File: src/rtl/reg_read_seq_3b.sv
// Burst reader over eight 3-bit registers: select one-hot, capture, present until acked; optional rd_par via READ_PARITY_EN.
// Latency: req edge -> rd_sel next cycle -> rd_valid the cycle after; 2 cycles per further beat after each ack.
// Backpressure: rd_valid/rd_data/rd_addr hold in VALID until ack; req is ignored while busy (no queuing).
module reg_read_seq_3b (
    input  logic        clk,
    input  logic        rst,
    input  logic        req,
    input  logic [2:0]  start_addr,
    input  logic [2:0]  len,
    input  logic [23:0] r_bus,
    input  logic        ack,
    output logic [7:0]  rd_sel,
    output logic [2:0]  rd_addr,
    output logic [2:0]  rd_data,
    output logic        rd_valid,
    output logic        busy,
    output logic        done,
    output logic        err
`ifdef READ_PARITY_EN
    ,
    output logic        rd_par
`endif
);

    typedef enum logic [1:0] {IDLE, SEL, VALID, DONE} state_t;

    state_t      state_q, state_d;
    logic [2:0]  cur_addr_q, cur_addr_d;
    logic [2:0]  remaining_q, remaining_d;
    logic [2:0]  rd_addr_q, rd_addr_d;
    logic [2:0]  rd_data_q, rd_data_d;
    logic        err_q, err_d;
    logic        req_x, ack_x;
    logic        req_i, ack_i;
    logic [23:0] bus_shift;

    // Unknown inputs are flagged and then treated as 0; synthesis sees constant-known inputs.
`ifdef SYNTHESIS
    assign req_x = 1'b0;
    assign ack_x = 1'b0;
`else
    assign req_x = $isunknown(req);
    assign ack_x = $isunknown(ack);
`endif
    assign req_i = req & ~req_x;
    assign ack_i = ack & ~ack_x;

    assign bus_shift = r_bus >> (5'(cur_addr_q) * 5'd3);

    always_comb begin
        state_d     = state_q;
        cur_addr_d  = cur_addr_q;
        remaining_d = remaining_q;
        rd_addr_d   = rd_addr_q;
        rd_data_d   = rd_data_q;
        err_d       = req_x | ack_x | (ack_i & (state_q != VALID));
        case (state_q)
            IDLE: begin
                if (req_i) begin
                    cur_addr_d  = start_addr;
                    remaining_d = len;
                    state_d     = SEL;
                end
            end
            SEL: begin
                rd_data_d = bus_shift[2:0];
                rd_addr_d = cur_addr_q;
                state_d   = VALID;
            end
            VALID: begin
                if (ack_i) begin
                    if (remaining_q == 3'd0) begin
                        state_d = DONE;
                    end else begin
                        cur_addr_d  = cur_addr_q + 3'd1;
                        remaining_d = remaining_q - 3'd1;
                        state_d     = SEL;
                    end
                end
            end
            default: state_d = IDLE;
        endcase
    end

    always_ff @(posedge clk or negedge rst) begin
        if (!rst) begin
            state_q     <= IDLE;
            cur_addr_q  <= 3'd0;
            remaining_q <= 3'd0;
            rd_addr_q   <= 3'd0;
            rd_data_q   <= 3'd0;
            err_q       <= 1'b0;
        end else begin
            state_q     <= state_d;
            cur_addr_q  <= cur_addr_d;
            remaining_q <= remaining_d;
            rd_addr_q   <= rd_addr_d;
            rd_data_q   <= rd_data_d;
            err_q       <= err_d;
        end
    end

`ifdef READ_PARITY_EN
    logic rd_par_q, rd_par_d;

    always_comb begin
        rd_par_d = ^rd_data_d;
    end

    always_ff @(posedge clk or negedge rst) begin
        if (!rst) begin
            rd_par_q <= 1'b0;
        end else begin
            rd_par_q <= rd_par_d;
        end
    end

    assign rd_par = rd_par_q;
`endif

    assign rd_sel   = (state_q == SEL) ? (8'b0000_0001 << cur_addr_q) : 8'b0;
    assign rd_addr  = rd_addr_q;
    assign rd_data  = rd_data_q;
    assign rd_valid = (state_q == VALID);
    assign busy     = (state_q != IDLE);
    assign done     = (state_q == DONE);
    assign err      = err_q;

endmodule

File: config.mk
export PLATFORM = sky130hd
export DESIGN_NAME = reg_read_seq_3b
export DESIGN_NICKNAME = d
export VERILOG_FILES = /design/src/rtl/reg_read_seq_3b.sv
export SDC_FILE = /design/constraint.sdc
export NUM_CORES = 1
export LEC_CHECK = 0
export CAP_MARGIN = 20
export CORE_MARGIN = 1.5
export CORE_UTILIZATION = 40
export CTS_CLUSTER_SIZE = 25
export DETAILED_ROUTE_END_ITERATION = 10
export PLACE_DENSITY_LB_ADDON = 0.08
export SLEW_MARGIN = 20
export SYNTH_ARGS = -nofsm -noshare
export SYNTH_HDL_FRONTEND = slang
export SYNTH_SLANG_ARGS = --single-unit
File: constraint.sdc
create_clock -name clk -period 2.3 [get_ports clk]
set_clock_uncertainty 0.2 [all_clocks]
set_input_delay 0.46 -clock clk [delete_from_list [all_inputs] [get_ports clk]]
set_output_delay 0.46 -clock clk [all_outputs]
set_load 0.1 [all_outputs]
==> summary.md, run 1 <==
| Metric | Value |
|---|---|
| Ys async rst share | 1.00 |
| Compound-Gate Fraction of Synth Area | 0.0748 |
| Global route overflow | 0 |
| Fin cells | 184 |
| Net Count, Synth | 144 |
| XOR/XNOR share of the synthesized area | 0 |
| Max Freq | 459 MHz |
| Rel. slew slack | 0.556 |
| Die Span Y | 54.3 um |
| Sequential fraction of the synthesis area | 0.356 |
| Hold path startpoint | rd_addr[2] |
| Largest net degree at the start of global routing | 16 |
| Crit-path slowest cell | dfrtp_1 |
| Synth unique cells | 26 |
| I/O pin count | 52 |
| HPWL Detailed | 2090 um |
| Crit path max-delay family | flip-flops |
| Initial Util | 0.425 |
| Pre-CTS setup slack | 0.338 ns |
| WL final | 2620 um |
| First-pass GRT wire length | 4370 um |
| Placed cells | 180 |
| P per Cell Area | 1480 nW/um^2 |
| CP endpoint kind | primary output |
| RSZ-0062 raised after global routing | false |
| Cells after Synth | 102 |
| Post-CTS sizing | 0 |
| Worst-path clk slew | 0.10 ns |
| Synthesis warning total | 0 |
| Critical Path AT | 1.52 ns |
| WS Path Type | reg2out |
| Global Route Usage Sum | 0.211 |
| Layout Nets | 197 |
| Setup TNS | 0 ns |
| TritonCTS clock tree | yes |
| CTS root buffer | clkbuf_4 |
| Area Overhead vs Synth | 61.8% |
| Die area | 2950 sq um |
| Synth Area in Adders | 0.0950 |
| Number of diodes | 0 |
| Vias | 958 |
| TritonCTS Buffers | 3 |
| Pleak | 0.797 nW |
| Final ANT Viol Nets | 0 |
| Syn avg cell area | 10.3 sq um |
| Hold Vio Cnt, Final | 0 |
| Via/cell ratio | 5.21 |
| Wire per inst | 14.2 um |
| Final WS setup | 0.121 ns |
| VDD IR max | 1070 uV |
| Core Rows | 18 |
| Mux contribution to synthesized area | 0.226 |
| Startpoint types | register |
| Fin crit period | 2.18 ns |
| Largest family of logic cells by synthesized area | multiplexers |
| CTS Buffer Depth | 2 |
| Post-synth EDFFs | 0 |
| Hold crit path type | reg2reg |
| Worst-Skew Late Latency | 0.30 ns |
| Initial antenna violation count | 0 |
| Core area | 2480 sq um |
| First-iteration detailed-routing DRC count | 9 |
| Hold Buf Count CTS | 0 |
| Flops & latches, synth | 15 |
| Mapped cell area | 1050 sq um |
| R2r startpoint | remaining_q[0] |
| Critical path origin | cur_addr_q[0] |
| DRC Markers | 0 |
| Slowest cell delay on critical path | 0.43 ns |
| Final weighted congestion in routability-driven placement | 0.701 |
| Buffers & Inverters on Critical Path | 2 |
| CP Cell Sequence | inv_2, ha_1, and3_1, buf_12 |
| Post-synth top flop | dfrtp_1 |
| Final core area utilization | 0.688 |
| Crit path required time | 1.64 ns |
| Final setup viols | 0 |
| H-Tree Depth | 1 |
| Top fanout value on the critical path | 8 |
| Port Buffers | 51 |
| Post-synthesis simple-gate area fraction | 0.175 |
| Vias in the first global route | 934 |
| Clk sinks | 15 |
| Pins Over Slew Limit | 0 |
| Max_cap viols | 0 |
| First-pass DRT Iterations | 4 |
| Setup bufs post-CTS | 0 |
| Outcome | finished clean |
| Share of cells above drive strength 1 | 0.240 |
| Worst Tran Pin Value | 0.665 ns |
| Tcrit/Tclk final | 0.947 |
| Die width | 54.3 um |
-- flip-flops by register name (all words and copies together) (netlist names) --
signal,flops
cur_addr_q,3
state_q,2
rd_addr,3
err,1
remaining_q,3
rd_data,3
-- area by class of cell --
cell class | instances | area [sq um]
tap | 30 | 37.5
sequential | 15 | 375
clock buffer | 3 | 22.5
multi-input combinational | 73 | 608
inverter | 8 | 30.0
clock inverter | 1 | 5.00
fill | 193 | 773
timing repair buffer | 54 | 626
-- cell families after synthesis --
| logic type | Yosys count |
|---|---|
| flops | 15 |
| compound gates | 14 |
| fa+ha+maj | 8 |
| simple gates | 31 |
| mux | 20 |
| buf+inv | 14 |
-- metal layers --
layer  routed length, um  global-route usage
met1                1100               0.251
met4                  30              0.0583
met5                   0                   0
met3                  89              0.0601
met2                1400               0.367
-- report_power, final --
group / switching (mW) / internal, mW / leakage, nW / total [mW]
registers: 0.0775 / 0.391 / 0.183 / 0.469
clock network: 0.0930 / 0.0649 / 0.0177 / 0.158
logic: 1.24 / 0.650 / 0.595 / 1.89
-- cell usage after synthesis, types with 2 or more instances --
master,n,area [sq um]
mux2i_1,17,170
dfrtp_1,15,375
ha_1,8,100
nand2_1,7,26.3
and3_1,6,37.5
inv_1,6,22.5
o21ai_1,5,25.0
a21oi_1,4,20.0
and2_1,4,25.0
clkbuf_1,3,11.3
mux4_2,3,67.6
nand2b_1,3,18.8
nor3b_1,3,22.5
inv_2,2,7.51
nand4_1,2,12.5
nand4b_1,2,17.5
o211ai_1,2,15.0
o21ai_0,2,10.0
-- worst min-delay path: cells and delay by family, from the launching register on --
family	cells	cell delay (ns)
simple gates	1	0.05
compound gates	1	0.06
flops	1	0.36
-- per-stage QoR --
step | power [mW] | hold WS (ns) | cell area, sq um
floorplan | 1.88 | -0.0356 | 1060
global placement | 2.34 | 0.267 | 1670
global route | 2.68 | 0.337 | 1700
detailed placement | 2.38 | 0.282 | 1670
finish | 2.51 | 0.304 | 1700
CTS | 2.54 | 0.305 | 1700
-- path summary, 6_finish.rpt --
kind,end,slack (ns),cells after the start
max in group asynchronous,remaining_q[2],1.11,1
max,rd_sel[6],0.12,4
min,rd_addr[2],0.30,2
min reg2reg,rd_addr[2],0.30,2
max reg2reg,remaining_q[2],0.48,6
min in group asynchronous,rd_data[1],0.36,1
-- cells in the final DEF (no fill, tap or decap), drive strengths merged --
master          n
ha              8
nor2            1
or2             1
and3            6
o211ai          2
mux4            3
o21ai           7
clkbuf          3
nor3b           3
and2            4
buf            21
nor2b           1
dfrtp          15
clkdlybuf4s50  33
nand2           7
nand4b          2
inv             8
nand4           2
clkinv          1
a21oi           5
nand3b          1
mux2i          17
nand2b          3
(Power assumes the default switching activity.)
==> inputs of run 2 (changes only) <==
PLACE_DENSITY = 0.77   (was default)
PLACE_DENSITY_LB_ADDON = default   (was 0.08)
==> summary.md, run 2 (synthesis results as in run 1) <==
| Metric | Value |
|---|---|
| Placed cells | 178 |
| Wire per inst | 13.6 um |
| Commonest cells after routing, fill and taps aside | clkdlybuf4s50_1 (33), mux2i_1 (17), dfrtp_1 (14) |
| Rel. slew slack | 0.546 |
| Max Freq | 460 MHz |
| Number of diodes | 0 |
| Largest net degree at the start of global routing | 16 |
| Max_cap viols | 0 |
| Startpoint types | register |
| Final ANT Viol Nets | 0 |
| Tcrit/Tclk final | 0.944 |
| Critical Path AT | 1.51 ns |
| Layout Nets | 195 |
| Setup TNS | 0 ns |
| Crit path required time | 1.64 ns |
| Die area | 2950 sq um |
| CP endpoint kind | primary output |
| Critical path origin | state_q[0] |
| Final weighted congestion in routability-driven placement | 0.793 |
| Pleak | 0.783 nW |
| WS Path Type | reg2out |
| Via/cell ratio | 5.02 |
| Fin cells | 182 |
| Combinational share of power | 0.736 |
| I/O pin count | 52 |
| RSZ-0062 raised after global routing | false |
| Internal | 1.09 mW |
| CTS Buffer Depth | 2 |
| First-pass GRT wire length | 3920 um |
| H-Tree Depth | 1 |
| Hold path startpoint | rd_addr[0] |
| TritonCTS clock tree | yes |
| Initial antenna violation count | 0 |
| First-iteration detailed-routing DRC count | 22 |
| Commonest non-fill, non-tap cell in the layout | clkdlybuf4s50_1 |
| HPWL Detailed | 1980 um |
| R2r startpoint | remaining_q[0] |
| Worst-Skew Late Latency | 0.28 ns |
| Placed Area | 1660 sq um |
| Pins Over Slew Limit | 0 |
| DRC Markers | 0 |
| Switching share of power | 0.559 |
| Clock Power Share | 0.060 |
| Area Overhead vs Synth | 60.3% |
| Sequential Power Share | 0.204 |
| P per Cell Area | 1460 nW/um^2 |
| Core area | 2480 sq um |
| Worst Tran Pin Value | 0.679 ns |
| Hold crit path type | reg2reg |
| Top fanout value on the critical path | 10 |
| Outcome | finished clean |
| Vias | 913 |
| Filler instances | 203 |
| First-pass DRT Iterations | 4 |
| Initial Util | 0.425 |
| TritonCTS Buffers | 3 |
| Share of cells above drive strength 1 | 0.230 |
| Port Buffers | 51 |
| Core Rows | 18 |
| Global Route Usage Sum | 0.185 |
| Global route overflow | 0 |
| Hold Buf Count CTS | 0 |
| Clk sinks | 15 |
| Fin crit period | 2.17 ns |
| VDD IR max | 1370 uV |
| Finished Cell Area | 1690 sq um |
| WL final | 2470 um |
| Sw power | 1.38 mW |
| Die Span Y | 54.3 um |
| Vias in the first global route | 912 |
| Die width | 54.3 um |
| Worst-path clk slew | 0.09 ns |
| Total power | 2.47 mW |
| Final setup viols | 0 |
| Hold Vio Cnt, Final | 0 |
| CTS root buffer | clkbuf_4 |
==> run 2: what timing repair did <==
action | 4_1_cts | 5_1_grt
endpoints found under the setup margin | 8 | 8
setup buffers | 0 | 0
gates resized for setup | 1 | 1
pin swaps | 0 | 0
endpoints found under the hold margin | 0 | 0
==> run 2: final cells by class <==
cell class                 instances  area (sq um)  area share
timing repair buffer              52           611       0.361
multi-input combinational         73           608       0.360
sequential                        15           377       0.223
tap                               30          37.5      0.0222
inverter                           8          30.0      0.0178
clock buffer                       4          26.3      0.0156
==> run 2: per-stage QoR <==
stage          setup WS [ns]  hold WS [ns]   util
2_1_floorplan         0.0443       -0.0356      -
3_3_place_gp           0.308         0.270  0.670
3_5_place_dp           0.232         0.275  0.670
4_1_cts               0.0175         0.294  0.681
5_1_grt              0.00431         0.337  0.682
6_report               0.128         0.296  0.682
==> run 2: routing by layer <==
layer  global-route usage  vias up  share of wire
li1                     -      459              -
met1                0.214      414           0.41
met2                0.337       40           0.48
met3               0.0683        0           0.10
met4               0.0125        0              0
met5                    0        -              0
==> run 2: critical path: stages, from the launching register on <==
cell and delay, ns:
dfrtp_2 0.46, inv_1 0.12, nor2_2 0.21, and3_1 0.24, buf_12 0.18
==> run 2: power by group through the flow <==
| stage | clock network (mW) | registers [mW] | logic [mW] |
|---|---|---|---|
| after global routing | 0.166 | 0.528 | 1.93 |
| after CTS | 0.155 | 0.503 | 1.84 |
| after global placement | 0 | 0.498 | 1.81 |
| after detailed placement | 0 | 0.509 | 1.83 |
| after floorplan | 0 | 0.854 | 1.03 |
| final | 0.149 | 0.503 | 1.82 |
==> run 2: path summary, 6_finish.rpt <==
kind / end / slack, ns / cells past startpoint
max: rd_sel[6] / 0.13 / 4
min: rd_addr[0] / 0.30 / 2
max reg2reg: cur_addr_q[1] / 0.47 / 6
min reg2reg: rd_addr[0] / 0.30 / 2
max in group asynchronous: state_q[0] / 1.04 / 1
min in group asynchronous: cur_addr_q[2] / 0.39 / 1
==> inputs of run 3 (changes only) <==
SETUP_SLACK_MARGIN = 0.5   (was default)
==> summary.md, run 3 (synthesis results as in run 1) <==
| Metric | Value |
|---|---|
| Outcome | finished clean |
| Crit-path slowest cell | dfrtp_2 |
| Wire per inst | 16.0 um |
| Hold path startpoint | rd_addr[2] |
| HPWL Detailed | 2140 um |
| Rel. slew slack | 0.549 |
| Tcrit/Tclk final | 0.907 |
| Die area | 2950 sq um |
| Vias | 1073 |
| Pleak | 0.881 nW |
| Global Route Usage Sum | 0.203 |
| Share of cells above drive strength 1 | 0.439 |
| Critical Path Most Common Cell | buf_12 |
| RSZ-0062 raised after global routing | true |
| RR Endpoint | rd_data[2] |
| CTS Buffer Depth | 2 |
| Total power | 3.11 mW |
| First-pass DRT Iterations | 4 |
| CTS root buffer | clkbuf_4 |
| Largest net degree at the start of global routing | 16 |
| Via/cell ratio | 5.34 |
| WHS Endpoint | rd_addr[2] |
| Hold Vio Cnt, Final | 0 |
| Critical Path AT | 1.43 ns |
| Max Freq | 480 MHz |
| Core Rows | 18 |
| R2r startpoint | cur_addr_q[1] |
| VDD IR max | 1280 uV |
| Top fanout value on the critical path | 4 |
| Worst-Skew Late Latency | 0.29 ns |
| Fin crit period | 2.09 ns |
| First-pass GRT wire length | 4220 um |
| Core area | 2480 sq um |
| CP endpoint kind | primary output |
| Final WS setup | 0.215 ns |
| Pre-CTS setup slack | 0.290 ns |
| Hold depth | 2 |
| Clk sinks | 15 |
| Final weighted congestion in routability-driven placement | 0.869 |
| Vias in the first global route | 927 |
| Global route overflow | 0 |
| Slowest cell delay on critical path | 0.47 ns |
| H-Tree Depth | 1 |
| Reg2reg setup slack | 0.38 ns |
| Number of diodes | 0 |
| Worst-path clk slew | 0.09 ns |
| Crit path required time | 1.64 ns |
| Layout Nets | 214 |
| Pins Over Slew Limit | 0 |
| Setup TNS | 0 ns |
| Initial Util | 0.425 |
| Worst Tran Pin Value | 0.674 ns |
| CP Cell Sequence | buf_12, clkinv_8, ha_4, and3_4, buf_12 |
| P per Cell Area | 1530 nW/um^2 |
| Final setup viols | 0 |
| Commonest cells after routing, fill and taps aside | clkdlybuf4s50_1 (33), buf_4 (21), mux2i_1 (17) |
| WL final | 3220 um |
| Commonest non-fill, non-tap cell in the layout | clkdlybuf4s50_1 |
| Final ANT Viol Nets | 0 |
| Hold crit path type | reg2reg |
| TritonCTS Buffers | 3 |
| Die Span Y | 54.3 um |
| Startpoint types | register |
| DRC Markers | 0 |
| Max_cap viols | 0 |
| Reg2reg path depth | 6 |
| WS Path Type | reg2out |
| Initial antenna violation count | 0 |
| TritonCTS clock tree | yes |
| First-iteration detailed-routing DRC count | 7 |
| Area Overhead vs Synth | 93.0% |
| Port Buffers | 51 |
| I/O pin count | 52 |
| Die width | 54.3 um |
[run 3: cell count changes in the layout (fill, tap and decap cells not counted), moves of 3 or more]
cell	previous run	this run
and3_4	0	6
inv_1	6	1
and2_1	4	1
ha_4	0	5
ha_1	8	2
dfrtp_1	14	11
dfrtp_2	1	4
and3_2	4	0
and2_4	0	3
buf_4	8	21
[run 3: how the worst max path moves through the flow]
stage                   from        end  slack (ns)  depth (start not counted)
3_5_place_dp      state_q[0]  rd_sel[5]        0.29                          4
5_1_grt        cur_addr_q[1]  rd_sel[5]        0.18                          5
2_1_floorplan  cur_addr_q[1]  rd_sel[5]        0.43                          5
4_1_cts        cur_addr_q[0]  rd_sel[7]        0.22                          4
6_report       cur_addr_q[1]  rd_sel[5]        0.21                          5
3_3_place_gp      state_q[0]  rd_sel[5]        0.34                          4
[run 3: power by group]
| group | total (mW) | switching [mW] | internal [mW] |
|---|---|---|---|
| registers | 0.513 | 0.114 | 0.398 |
| clock network | 0.152 | 0.0845 | 0.0674 |
| logic | 2.45 | 1.43 | 1.02 |
| total | 3.11 | 1.63 | 1.48 |
[run 3: final cells by class]
class,count,area (sq um)
multi-input cells,73,736
repair buffers,71,800
inverters,8,53.8
well taps,30,37.5
clock buffers,4,26.3
fillers,152,444
flip-flops and latches,15,380
[run 3: what timing repair did]
action	in CTS	in global routing
setup endpoints to repair	20	19
cloned	0	1
setup buffers	9	8
gates resized for setup	14	17
hold buffers	0	0
pin swaps	2	4
[run 3: critical path, delay by kind of cell, from the launching register on]
family | cells | cell delay [ns]
adders and majority gates | 1 | 0.12
buffers and inverters | 3 | 0.37
DFF | 1 | 0.47
and+or+nand+nor | 1 | 0.19
[run 3: per-layer routing]
metal | up-vias | GRT usage | wire length (um)
li1 | 498 | - | -
met2 | 59 | 0.367 | 1600
met3 | 9 | 0.0410 | 276
met1 | 507 | 0.244 | 1300
met4 | 0 | 0.0500 | 44
met5 | - | 0 | 0
[run 3: metrics by stage]
stage / hold WS (ns) / util / instances / area, sq um
global placement: 0.270 / 0.701 / 179 / 1740
detailed placement: 0.277 / 0.701 / 179 / 1740
global route: 0.326 / 0.821 / 201 / 2030
CTS: 0.296 / 0.761 / 192 / 1880
floorplan: -0.0356 / - / 102 / 1130
finish: 0.291 / 0.821 / 201 / 2030
